`config.mk`:
```
export PLATFORM = sky130hd
export DESIGN_NAME = sbox_sequencer
export DESIGN_NICKNAME = d
export VERILOG_FILES = /design/src/rtl/sbox_sequencer.sv
export SDC_FILE = /design/constraint.sdc
export NUM_CORES = 1
export LEC_CHECK = 0
export CORE_MARGIN = 10
export CORE_UTILIZATION = 35
export CTS_CLUSTER_DIAMETER = 50
export DETAILED_ROUTE_END_ITERATION = 16
export SLEW_MARGIN = 20
export SYNTH_ARGS = -nofsm -noshare
export SYNTH_HDL_FRONTEND = slang
export SYNTH_SLANG_ARGS = --single-unit
```
`constraint.sdc`:
```
create_clock -name clk -period 5.1 [get_ports clk]
set_input_delay 1.275 -clock clk [delete_from_list [all_inputs] [get_ports clk]]
set_output_delay 1.275 -clock clk [all_outputs]
set_load 0.005 [all_outputs]
```
`src/rtl/sbox_sequencer.sv`:
```
// sbox_sequencer: time-multiplexes one shared DES S-box lookup unit.
// A 48-bit round value (E(R) xor K) is accepted over a valid/ready handshake.
// Its eight 6-bit groups are then looked up one per cycle through the shared unit.
// The assembled 32-bit substitution is offered downstream over valid/ready.
module sbox_sequencer #(
    parameter int NUM_BOXES = 8
) (
    input  logic                         clk,
    input  logic                         rst,
    input  logic                         in_valid,
    output logic                         in_ready,
    input  logic [6*NUM_BOXES-1:0]       in_data,
    output logic [$clog2(NUM_BOXES)-1:0] sbox_sel,
    output logic [5:0]                   sbox_in,
    input  logic [3:0]                   sbox_out,
    output logic                         out_valid,
    input  logic                         out_ready,
    output logic [4*NUM_BOXES-1:0]       out_data,
    output logic                         busy
);

    localparam int IW = 6 * NUM_BOXES;
    localparam int OW = 4 * NUM_BOXES;
    localparam int SW = $clog2(NUM_BOXES);
    localparam logic [SW-1:0] LAST_IDX = SW'(NUM_BOXES - 1);

    typedef enum logic [1:0] {
        IDLE = 2'd0,
        RUN  = 2'd1,
        DONE = 2'd2
    } state_t;

    state_t          state_reg, state_next;
    logic [SW-1:0]   idx_reg;
    logic [IW-1:0]   data_reg;
    logic [OW-1:0]   out_data_reg;
    logic            out_valid_reg;
    logic            accept;
    logic [5:0]      group [NUM_BOXES];

    // Split the captured word into its 6-bit groups, S1 in the most significant bits
    generate
        for (genvar gi = 0; gi < NUM_BOXES; gi++) begin : g_group
            assign group[gi] = data_reg[IW-1-6*gi -: 6];
        end
    endgenerate

    assign accept    = in_valid && in_ready;
    assign out_valid = out_valid_reg;
    assign out_data  = out_data_reg;

    // State register
    always_ff @(posedge clk) begin
        if (rst) begin
            state_reg <= IDLE;
        end else begin
            state_reg <= state_next;
        end
    end

    // Next-state logic: exactly NUM_BOXES RUN cycles, then hold in DONE until taken
    always_comb begin
        state_next = state_reg;
        case (state_reg)
            IDLE: if (accept)               state_next = RUN;
            RUN:  if (idx_reg == LAST_IDX)  state_next = DONE;
            DONE: if (out_ready)            state_next = IDLE;
            default:                        state_next = IDLE;
        endcase
    end

    // Outputs: the lookup address is driven straight from registers during RUN
    always_comb begin
        in_ready = 1'b0;
        busy     = 1'b0;
        sbox_sel = '0;
        sbox_in  = '0;
        case (state_reg)
            IDLE: in_ready = !rst;
            RUN: begin
                busy     = 1'b1;
                sbox_sel = idx_reg;
                sbox_in  = group[idx_reg];
            end
            DONE: busy = 1'b1;
            default: begin
                in_ready = 1'b0;
            end
        endcase
    end

    // Datapath: capture the word, collect one lookup nibble per RUN cycle, flag completion
    always_ff @(posedge clk) begin
        if (rst) begin
            idx_reg       <= '0;
            data_reg      <= '0;
            out_data_reg  <= '0;
            out_valid_reg <= 1'b0;
        end else begin
            case (state_reg)
                IDLE: begin
                    if (accept) begin
                        data_reg <= in_data;
                        idx_reg  <= '0;
                    end
                end
                RUN: begin
                    for (int i = 0; i < NUM_BOXES; i++) begin
                        if (idx_reg == SW'(i)) begin
                            out_data_reg[OW-1-4*i -: 4] <= sbox_out;
                        end
                    end
                    // idx stays on the last box; the next accept rewinds it
                    if (idx_reg == LAST_IDX) begin
                        out_valid_reg <= 1'b1;
                    end else begin
                        idx_reg <= idx_reg + SW'(1);
                    end
                end
                DONE: begin
                    if (out_ready) begin
                        out_valid_reg <= 1'b0;
                    end
                end
                default: begin
                    out_valid_reg <= 1'b0;
                end
            endcase
        end
    end

endmodule

```
-- Word-level counts from Yosys, hierarchy flattened
Cells that the tools add are included.
- flip-flop bits (word level): 86
- bits in latches: 0
- bits in writable memories: 0
- ROM bits: 0
- input bits: 56
- output and inout bits: 44
- logic and storage cells: 64
- memories kept: 0
- add/sub/neg operators: 1
- multiply operators: 0
- divide/modulo/power cells: 0
- $lt $le $gt $ge: 1
- equal/unequal tests: 13
- shift operators: 0
- mux-type cells: 17
- bitwise gates (word level): 2
- reductions and logical operators: 18
- operators with widths (operator ; count):
    6-bit binary-select mux with 3-bit select ; 1
    6-bit two-way mux ; 3
    2-bit AND reduction ; 9
    3-bit equality test (second input constant) ; 4
    3-bit two-way mux ; 3
    3-bit AND reduction ; 3
    2-bit inequality test (second input constant) ; 4
    3-bit by 2-bit equality test with 1-bit output (second input constant) ; 2
    2-bit two-way mux ; 3
    2-bit one-hot mux with 3 select lines ; 1
    3-bit one-hot mux with 2 select lines ; 1
    4-bit >= comparator (second input constant) ; 1
    1-bit two-way mux ; 4
    3-bit NOT with 4-bit output ; 1
    3-bit by 1-bit adder with 3-bit output (second input constant) ; 1
    3-bit by 1-bit equality test with 1-bit output (second input constant) ; 1
    3-bit logical NOT ; 1
    1-bit one-hot mux with 3 select lines ; 1
    2-bit by 1-bit equality test with 1-bit output (second input constant) ; 1
    2-bit equality test (second input constant) ; 1
    2-bit logical NOT ; 1
    2-bit nonzero test ; 1
    2-bit OR reduction ; 1
    1-bit logical AND ; 1
    other kinds (2) ; 2

-- Logic depth before layout (Yosys ltp)
Gate-level depths: netlist of run 1.
- depth after elaboration: 5
- depth in mapped cells: 9
- gate-level depth less buffers: 6

-- Least setup slack after synthesis of run 1
OpenSTA, ideal clock, no wires.
- path type: input-to-output
- start point: input rst
- end point: output in_ready
- arrival: 1365 ps
- data required time: 3825 ps
- setup slack: 2460 ps
- cell stages on the path: 1
- path buffers: 0
- cells stage by stage: nor2b_4
- longest elaborated chain between the ends: 2
- ends and longest elaborated chain (element ; line ; source):
    from (decl) ; 9 ; input logic rst,
    1-bit logical NOT ; 79 ; IDLE: in_ready = !rst;
    1-bit two-way mux ; 78 ; case (state_reg)
    to (decl) ; 11 ; output logic in_ready,
No other way between the ends.

-- Worst setup path after layout of run 1
- start point: register idx_reg[0]
- end point: output sbox_in[0]
- longest elaborated chain between the ends: 5
- ends and longest elaborated chain (element ; line ; source):
    from (decl) ; 34 ; logic [SW-1:0] idx_reg;
    from (signal assigned) ; 117 ; idx_reg <= idx_reg + SW'(1);
    3-bit NOT with 4-bit output (implied by the code) ; 83 ; sbox_in = group[idx_reg];
    6-bit binary-select mux with 3-bit select ; 83 ;
    6-bit two-way mux (implied by the code) (2 in a row) ; 83 ;
    6-bit two-way mux ; 78 ;
    to (decl) ; 14 ; output logic [5:0] sbox_in,
No other way between the ends. The select of a mux whose other input is x is not followed.

==> reports/qor.yml, run 1 <==
synth_warnings: 0
htree_levels: 3
yosys-top-cells-area: "dfxtp_1 (45%), nand2_1 (9.0%), nand2b_1 (8.3%)"
synth-seq-area-share: 0.448
hold_violations: 0
die_width_um: 125
dp_cells: 642
portBuffers: 99
critPathArrivalTime_ns: 2.54
final_area_mm2: 0.00499
grt_pass1_wl_um: 16200
hp-class: "register to register"
hold_buffers: 0
drt_iter0_drc: 183
tns_ns: 0
skew_ns: 0.00716
postCtsSetupRepairBufs: 0
dpl_cell_area_mm2: 0.00481
mostFrequentLayoutCells: "clkdlybuf4s50_1 (98), nand2_1 (92), dfxtp_1 (86)"
initial_core_util: 0.356
syn_inst: 432
syn-mean-instance-area_um2: 8.89
power_mw: 1.46
drc: 0
row_count: 38
core_mm2: 0.0108
setup_ws_ns: 1.29
final.fill_count: 1107
final_nets: 578
place_ws_ns: 1.61
timing.hold.ws_ns: 0.458
final_common_cell: "clkdlybuf4s50_1"
finalCriticalPeriod_ns: 3.81
report.final.slew_viol_count: 0
antenna_found_initial: 0
gp_congestion: 0.787
clock.fmax_mhz: 262
clk_latency_ns: 0.37
critPathCaptureType: "primary output"
numCtsBuffers: 9
drive_gt1_frac: 0.0656
ys_ff_latch: 86
grt_usage: 0.125
worstMarginPinSlew_ns: 0.936
path_clk_slew_ns: 0.09
stdcell_count: 658
crit_family: "flip-flops"
cap_violations: 0
cts_tree: "yes"
cts_buffer_depth: 2
slew_headroom: 0.375
grt_max_degree: 97
path_max_fanout: 18
powerDensity_mw_per_mm2: 292
fin_util: 0.462
synth_area_mm2: 0.00384
wirelength_um: 10100
crit_chain: "mux4_2 -> nand2_1 -> a21boi_1 -> clkdlybuf4s50_1"
largest_reg_flops: 48
power_leakage_nw: 1.79
startpoint_type: "register"
finalCritPeriodShare: 0.747
firstDrtPassIters: 4
die_area_mm2: 0.0156
path_buf_inv: 1
regArea_mm2: 0.00172
rsz0062_at_grt: "false"
cp.required_ns: 3.83
cts_resized: 0
viasPerCell: 4.75
vdd_ir_drop_max_v: 0.000115
ios: 100
area_delta_synth_final_pct: 30.0
antenna_left: 0
crit_type: "register to primary output"
detail_route.wl_per_cell_um: 15.4
setup_viol: 0
antenna_cells: 0
grt-ovfl-total: 0
slowest_delay_ns: 0.94
clock-sinks: 86
critPathSlowestCell: "dfxtp_1"
post-synth-top-area-cell: "dfxtp_1"
syn_nets: 497
yosysUniqueCellTypes: 31
vias: 3123
status: "finished, final reports clean"
root_buffer: "clkbuf_8"
die_h_um: 125
grt_pass1_vias: 3141
hpwl_um: 7470
yosysTopAreaCellShare: 0.448
multi_input_area_mm2: 0.00188
[routing by layer]
metal	up-vias	routed length [um]	track usage
met4	0	117	0.0398
met1	1432	4390	0.147
li1	1601	-	-
met5	-	0	0
met2	81	4890	0.206
met3	9	728	0.0464
[kinds of logic (layout without fill, tap and decap cells)]
| family | Yosys count | count (layout) | synth area share |
|---|---|---|---|
| and+or+nand+nor | 190 | 190 | 0.236 |
| DFF | 86 | 86 | 0.448 |
| adders and majority gates | 9 | 9 | 0.0293 |
| muxes | 25 | 25 | 0.104 |
| buffers and inverters | 38 | 124 | 0.0635 |
| AOI/OAI and AO/OA | 84 | 84 | 0.119 |
[cell type report]
cell class	count	share of cell area
multi-input cells	308	0.376
flip-flops and latches	86	0.345
repair buffers	101	0.203
well taps	140	0.0351
clock buffers	10	0.0256
clock inverters	6	0.0103
inverters	7	0.00526
[worst reg2reg max path: stages, from the launching register on]
cell and delay [ns]:
dfxtp_1 0.94, ha_1 0.31, ha_1 0.20, inv_1 0.11, a211oi_1 0.31, mux2i_1 0.24, nor2_1 0.06
[cells in the mapped netlist]
| master | instances |
|---|---|
| nor2_1 | 15 |
| nor2b_4 | 1 |
| nand2b_1 | 51 |
| o21ai_2 | 2 |
| nand2_1 | 92 |
| buf_6 | 3 |
| o311ai_0 | 1 |
| clkbuf_2 | 4 |
| inv_1 | 7 |
| nand3_1 | 17 |
| o211ai_1 | 1 |
| nor3_1 | 4 |
| a211oi_1 | 3 |
| a21oi_1 | 25 |
| and2b_1 | 1 |
| mux4_2 | 12 |
| dfxtp_1 | 86 |
| buf_12 | 1 |
| a21boi_1 | 6 |
| o21ai_0 | 20 |
| mux2i_1 | 13 |
| ha_1 | 9 |
| buf_2 | 7 |
| buf_8 | 4 |
| nor2b_1 | 2 |
| clkbuf_1 | 11 |
| nand3b_1 | 1 |
| or3_1 | 1 |
| o21ai_1 | 26 |
| buf_4 | 1 |
| and2_1 | 5 |
[final timing paths]
check	start	to	slack (ns)	depth (start not counted)
worst max register to register	idx_reg[0]	state_reg[1]	2.78	6
worst max-delay path	idx_reg[0]	sbox_in[0]	1.29	4
worst min register to register	out_data[27]	out_data[27]	0.46	2
worst min-delay path	out_data[27]	out_data[27]	0.46	2
[power by group]
| part | internal [mW] | switching (mW) | leakage, nW |
|---|---|---|---|
| Combinational | 0.133 | 0.116 | 1.00 |
| Clock | 0.185 | 0.266 | 0.0883 |
| Sequential | 0.721 | 0.0372 | 0.702 |
| Total | 1.04 | 0.419 | 1.79 |
Note: power is estimated with default switching activity, not from simulation.
==> run 2: changes to the inputs <==
- clock period: 5.1 -> 3.7 ns (I/O delays scaled with it)
==> run 2 against run 1 <==
- sequential power is 37% higher
- global-route usage up 0.11 points
- non-clock buffer count grew 3
- final cell count rose by 0.46%
- design area rose by 1.3%
- power grew 45%
- combinational power up 43%
- count of clock-buffer cells in the layout decreased by 1
- die area unchanged
- critical path depth unchanged
- clock skew fell by 0.00072 ns
- via count rose by 0.29%
- critical endpoint unchanged
- largest power group unchanged
==> reports/qor.yml, run 2 (synthesis gave the netlist of run 1 again) <==
slowest_delay_ns: 0.80
worstMarginPinSlew_ns: 0.749
grt-ovfl-total: 0
path_buf_inv: 1
antenna_found_initial: 0
tns_ns: 0
die_area_mm2: 0.0156
r2r-end: "idx_reg[1]"
skew_ns: 0.00644
sw_frac_of_total: 0.262
mostFrequentLayoutCells: "clkdlybuf4s50_1 (98), nand2_1 (92), dfxtp_1 (86)"
largest_reg_flops: 48
firstDrtPassIters: 4
p_int_mw: 1.57
rr_worst_depth: 6
crit_type: "register to primary output"
hold_violations: 0
die_width_um: 125
setup_viol: 0
area_delta_synth_final_pct: 31.7
routed.top_layer: "met4"
drt_iter0_drc: 262
wl_met1_um: 4300
cts_tree: "yes"
switchingPower_uw: 556
antenna_cells: 0
row_count: 38
crit_end: "sbox_in[0]"
powerDensity_mw_per_mm2: 419
grt_max_degree: 88
clockPowerShare: 0.343
p_comb_frac: 0.168
grt_pass1_wl_um: 16600
power_leakage_nw: 1.83
r2r_slack_ns: 1.57
cp.required_ns: 2.77
min_from: "out_data[26]"
hold_buffers: 0
gp_congestion: 0.794
grt_usage: 0.126
ios: 100
path_max_fanout: 17
cts_resized: 0
htree_levels: 3
final_common_cell: "clkdlybuf4s50_1"
critPathArrivalTime_ns: 2.30
clock-sinks: 86
final_nets: 581
grt_pass1_vias: 3315
dr_wl_met3_um: 756
crit_chain: "mux4_2 -> nand2_1 -> a21boi_1 -> clkdlybuf4s50_1"
vdd_ir_drop_max_v: 0.000187
rsz0062_at_grt: "false"
critPathSlowestCell: "dfxtp_1"
seqPwrFrac: 0.488
report.final.slew_viol_count: 0
root_buffer: "clkbuf_8"
viasPerCell: 4.74
path_clk_slew_ns: 0.09
path_depth: 4
finalCritPeriodShare: 0.873
cts_buffer_depth: 2
slew_headroom: 0.501
power_mw: 2.12
status: "finished, final reports clean"
clk_latency_ns: 0.35
numCtsBuffers: 9
initial_core_util: 0.356
postCtsSetupRepairBufs: 0
crit_family: "flip-flops"
drive_gt1_frac: 0.0729
core_mm2: 0.0108
wirelength_um: 9890
drc: 0
dp_cells: 645
finalCriticalPeriod_ns: 3.23
stdcell_count: 661
critPathCaptureType: "primary output"
die_h_um: 125
r2r-start: "idx_reg[1]"
antenna_left: 0
hp-class: "register to register"
startpoint_type: "register"
setup.worst_path.start: "idx_reg[1]"
portBuffers: 99
detail_route.wl_per_cell_um: 15.0
wl_met2_um: 4750
cap_violations: 0
vias: 3132
clock.fmax_mhz: 310
timing.hold.ws_ns: 0.458
hpwl_um: 7330
-- run 2: tightest hold or removal path, delay by kind of cell, from the launching register on --
family           cells  cell delay, ns
flip-flops           1            0.32
AO/OA/AOI/OAI        1            0.05
AND/OR/NAND/NOR      1            0.05
-- run 2: through the flow --
step	utilization	instance area, um^2	setup WS, ns
CTS	0.468	5060	0.463
global route	0.468	5060	0.307
global placement	0.448	4830	0.897
floorplan	-	3840	1.50
finish	0.468	5060	0.471
detailed placement	0.448	4830	0.863
-- run 2: metal layers --
| metal | vias up | GRT usage |
|---|---|---|
| met5 | - | 0 |
| met4 | 0 | 0.0302 |
| met3 | 7 | 0.0468 |
| met2 | 89 | 0.217 |
| met1 | 1427 | 0.145 |
| li1 | 1609 | - |
-- run 2: worst min path at each step --
| stage | end | slack [ns] | cells past startpoint |
|---|---|---|---|
| floorplan | data_reg[10] | 0.44 | 2 |
| global placement | out_data[30] | 0.45 | 2 |
| detailed placement | out_data[30] | 0.45 | 2 |
| CTS | out_data[30] | 0.46 | 2 |
| global route | out_data[3] | 0.49 | 2 |
| finish | out_data[26] | 0.46 | 2 |
-- run 2: power by group through the flow --
stage	combinational, mW	clock, mW	sequential, mW
floorplan	0.247	0	1.04
global placement	0.355	0	1.06
detailed placement	0.358	0	1.06
CTS	0.361	0.746	1.04
global route	0.399	0.791	1.05
finish	0.357	0.728	1.04
-- run 2: final cells by class --
type                            count  area (um^2)
Fill cell                        1074         5740
Multi-Input combinational cell    308         1880
Sequential cell                    86         1720
Timing Repair Buffer              104         1040
Tap cell                          140          175
Clock buffer                        9          124
Clock inverter                      7         97.6
Inverter                            7         26.3
==> run 3: changes to the inputs <==
- clock period: 3.7 -> 2.7 ns (I/O delays scaled with it)
==> run 3 against run 2 <==
- routed wire length grew 2.6%
- design area grew 1.7%
- via count grew 0.48%
- critical endpoint is now in_ready
- largest cell class unchanged
==> reports/qor.yml, run 3 (synthesis gave the netlist of run 1 again) <==
antenna_left: 0
cts_buffer_depth: 2
rsz0062_at_grt: "false"
grt_max_degree: 97
die_area_mm2: 0.0156
initial_core_util: 0.356
grt-ovfl-total: 0
gp_congestion: 0.805
dpl_cell_area_mm2: 0.00485
drc: 0
grt_usage: 0.125
htree_levels: 3
antenna_found_initial: 0
vdd_ir_drop_max_v: 0.000289
hp-class: "register to register"
clock.fmax_mhz: 402
status: "finished, final reports clean"
power_leakage_nw: 1.96
slew_headroom: 0.511
drive_gt1_frac: 0.0841
mostFrequentLayoutCells: "nand2_1 (92), clkdlybuf4s50_1 (92), dfxtp_1 (85)"
grt_pass1_vias: 3301
drt_iter0_drc: 184
clock-sinks: 86
startpoint_type: "register"
slowest_delay_ns: 0.51
report.final.slew_viol_count: 0
die_h_um: 125
path_clk_slew_ns: 0.08
hpwl_um: 7420
wirelength_um: 10200
skew_ns: 0.0112
critPathArrivalTime_ns: 1.81
crit_type: "register to primary output"
final_nets: 584
worstMarginPinSlew_ns: 0.734
die_width_um: 125
powerDensity_mw_per_mm2: 567
row_count: 38
cap_violations: 0
cts_tree: "yes"
largest_reg_flops: 48
crit_chain: "inv_1 -> ha_1 -> nor2b_4 -> clkdlybuf4s50_1"
finalCriticalPeriod_ns: 2.48
area_delta_synth_final_pct: 33.9
finalCritPeriodShare: 0.920
final_area_mm2: 0.00514
grt_pass1_wl_um: 16400
core_mm2: 0.0108
antenna_cells: 0
viasPerCell: 4.75
vias: 3147
setup_viol: 0
ios: 100
critPathSlowestCell: "clkdlybuf4s50_1"
cp.required_ns: 2.03
critPathCaptureType: "primary output"
detail_route.wl_per_cell_um: 15.3
numCtsBuffers: 9
root_buffer: "clkbuf_8"
path_max_fanout: 7
clk_latency_ns: 0.35
firstDrtPassIters: 4
hold_violations: 0
tns_ns: 0
portBuffers: 99
==> run 3: cell types whose count changed in the layout (fill, tap and decap cells not counted), sizes merged <==
cell           delta
buf               +2
clkbuf            +2
dlymetal6s2s      +6
clkinv            -2
clkdlybuf4s50     -6
==> run 3: power by group <==
| group | total, mW | internal [mW] | switching (mW) |
|---|---|---|---|
| registers | 1.42 | 1.36 | 0.0582 |
| logic | 0.513 | 0.275 | 0.238 |
| clock network | 0.981 | 0.520 | 0.461 |
| total | 2.92 | 2.16 | 0.757 |
==> run 3: final cells by class <==
type | count | area, um^2
multi-input combinational | 308 | 1900
timing repair buffer | 107 | 1100
fill | 1047 | 5650
tap | 140 | 175
sequential | 86 | 1730
inverter | 7 | 26.3
clock buffer | 10 | 128
clock inverter | 5 | 83.8
==> run 3: through the flow <==
stage / worst slack [ns] / total power [mW] / cells / hold slack [ns] / utilization
after CTS: 0.000685 / 2.92 / 661 / 0.461 / 0.470
after global routing: 0.0551 / 3.06 / 663 / 0.484 / 0.476
final: 0.215 / 2.92 / 663 / 0.461 / 0.476
after floorplan: 0.754 / 1.77 / 432 / 0.439 / -
after global placement: 0.333 / 1.94 / 646 / 0.444 / 0.450
after detailed placement: 0.279 / 1.95 / 646 / 0.449 / 0.450
==> run 3: worst max-delay path: cells and delay by family (launching register included) <==
family	cells	cell delay, ns
fa+ha+maj	1	0.30
buf+inv	2	0.61
flops	1	0.36
simple gates	1	0.20
==> run 3: worst paths after layout <==
| path | startpoint | to | slack [ns] | depth (start not counted) |
|---|---|---|---|---|
| max | state_reg[0] | in_ready | 0.22 | 4 |
| min | out_data[26] | out_data[26] | 0.46 | 2 |
| max reg2reg | idx_reg[0] | idx_reg[2] | 0.63 | 8 |
| min reg2reg | out_data[26] | out_data[26] | 0.46 | 2 |
==> run 3: per-layer routing <==
layer  wire length [um]  part of all wire  GRT usage
met3                704             0.069     0.0426
met5                  0                 0          0
met4                 51            0.0050     0.0233
met1               4480              0.44      0.151
met2               4920              0.48      0.211
==> run 3: repair_timing <==
action | in CTS | in global routing
hold buffers | 0 | 0
setup endpoints to repair | 8 | 7
gates resized for setup | 3 | 10
buffers inserted | 0 | 1
cloned | 0 | 1
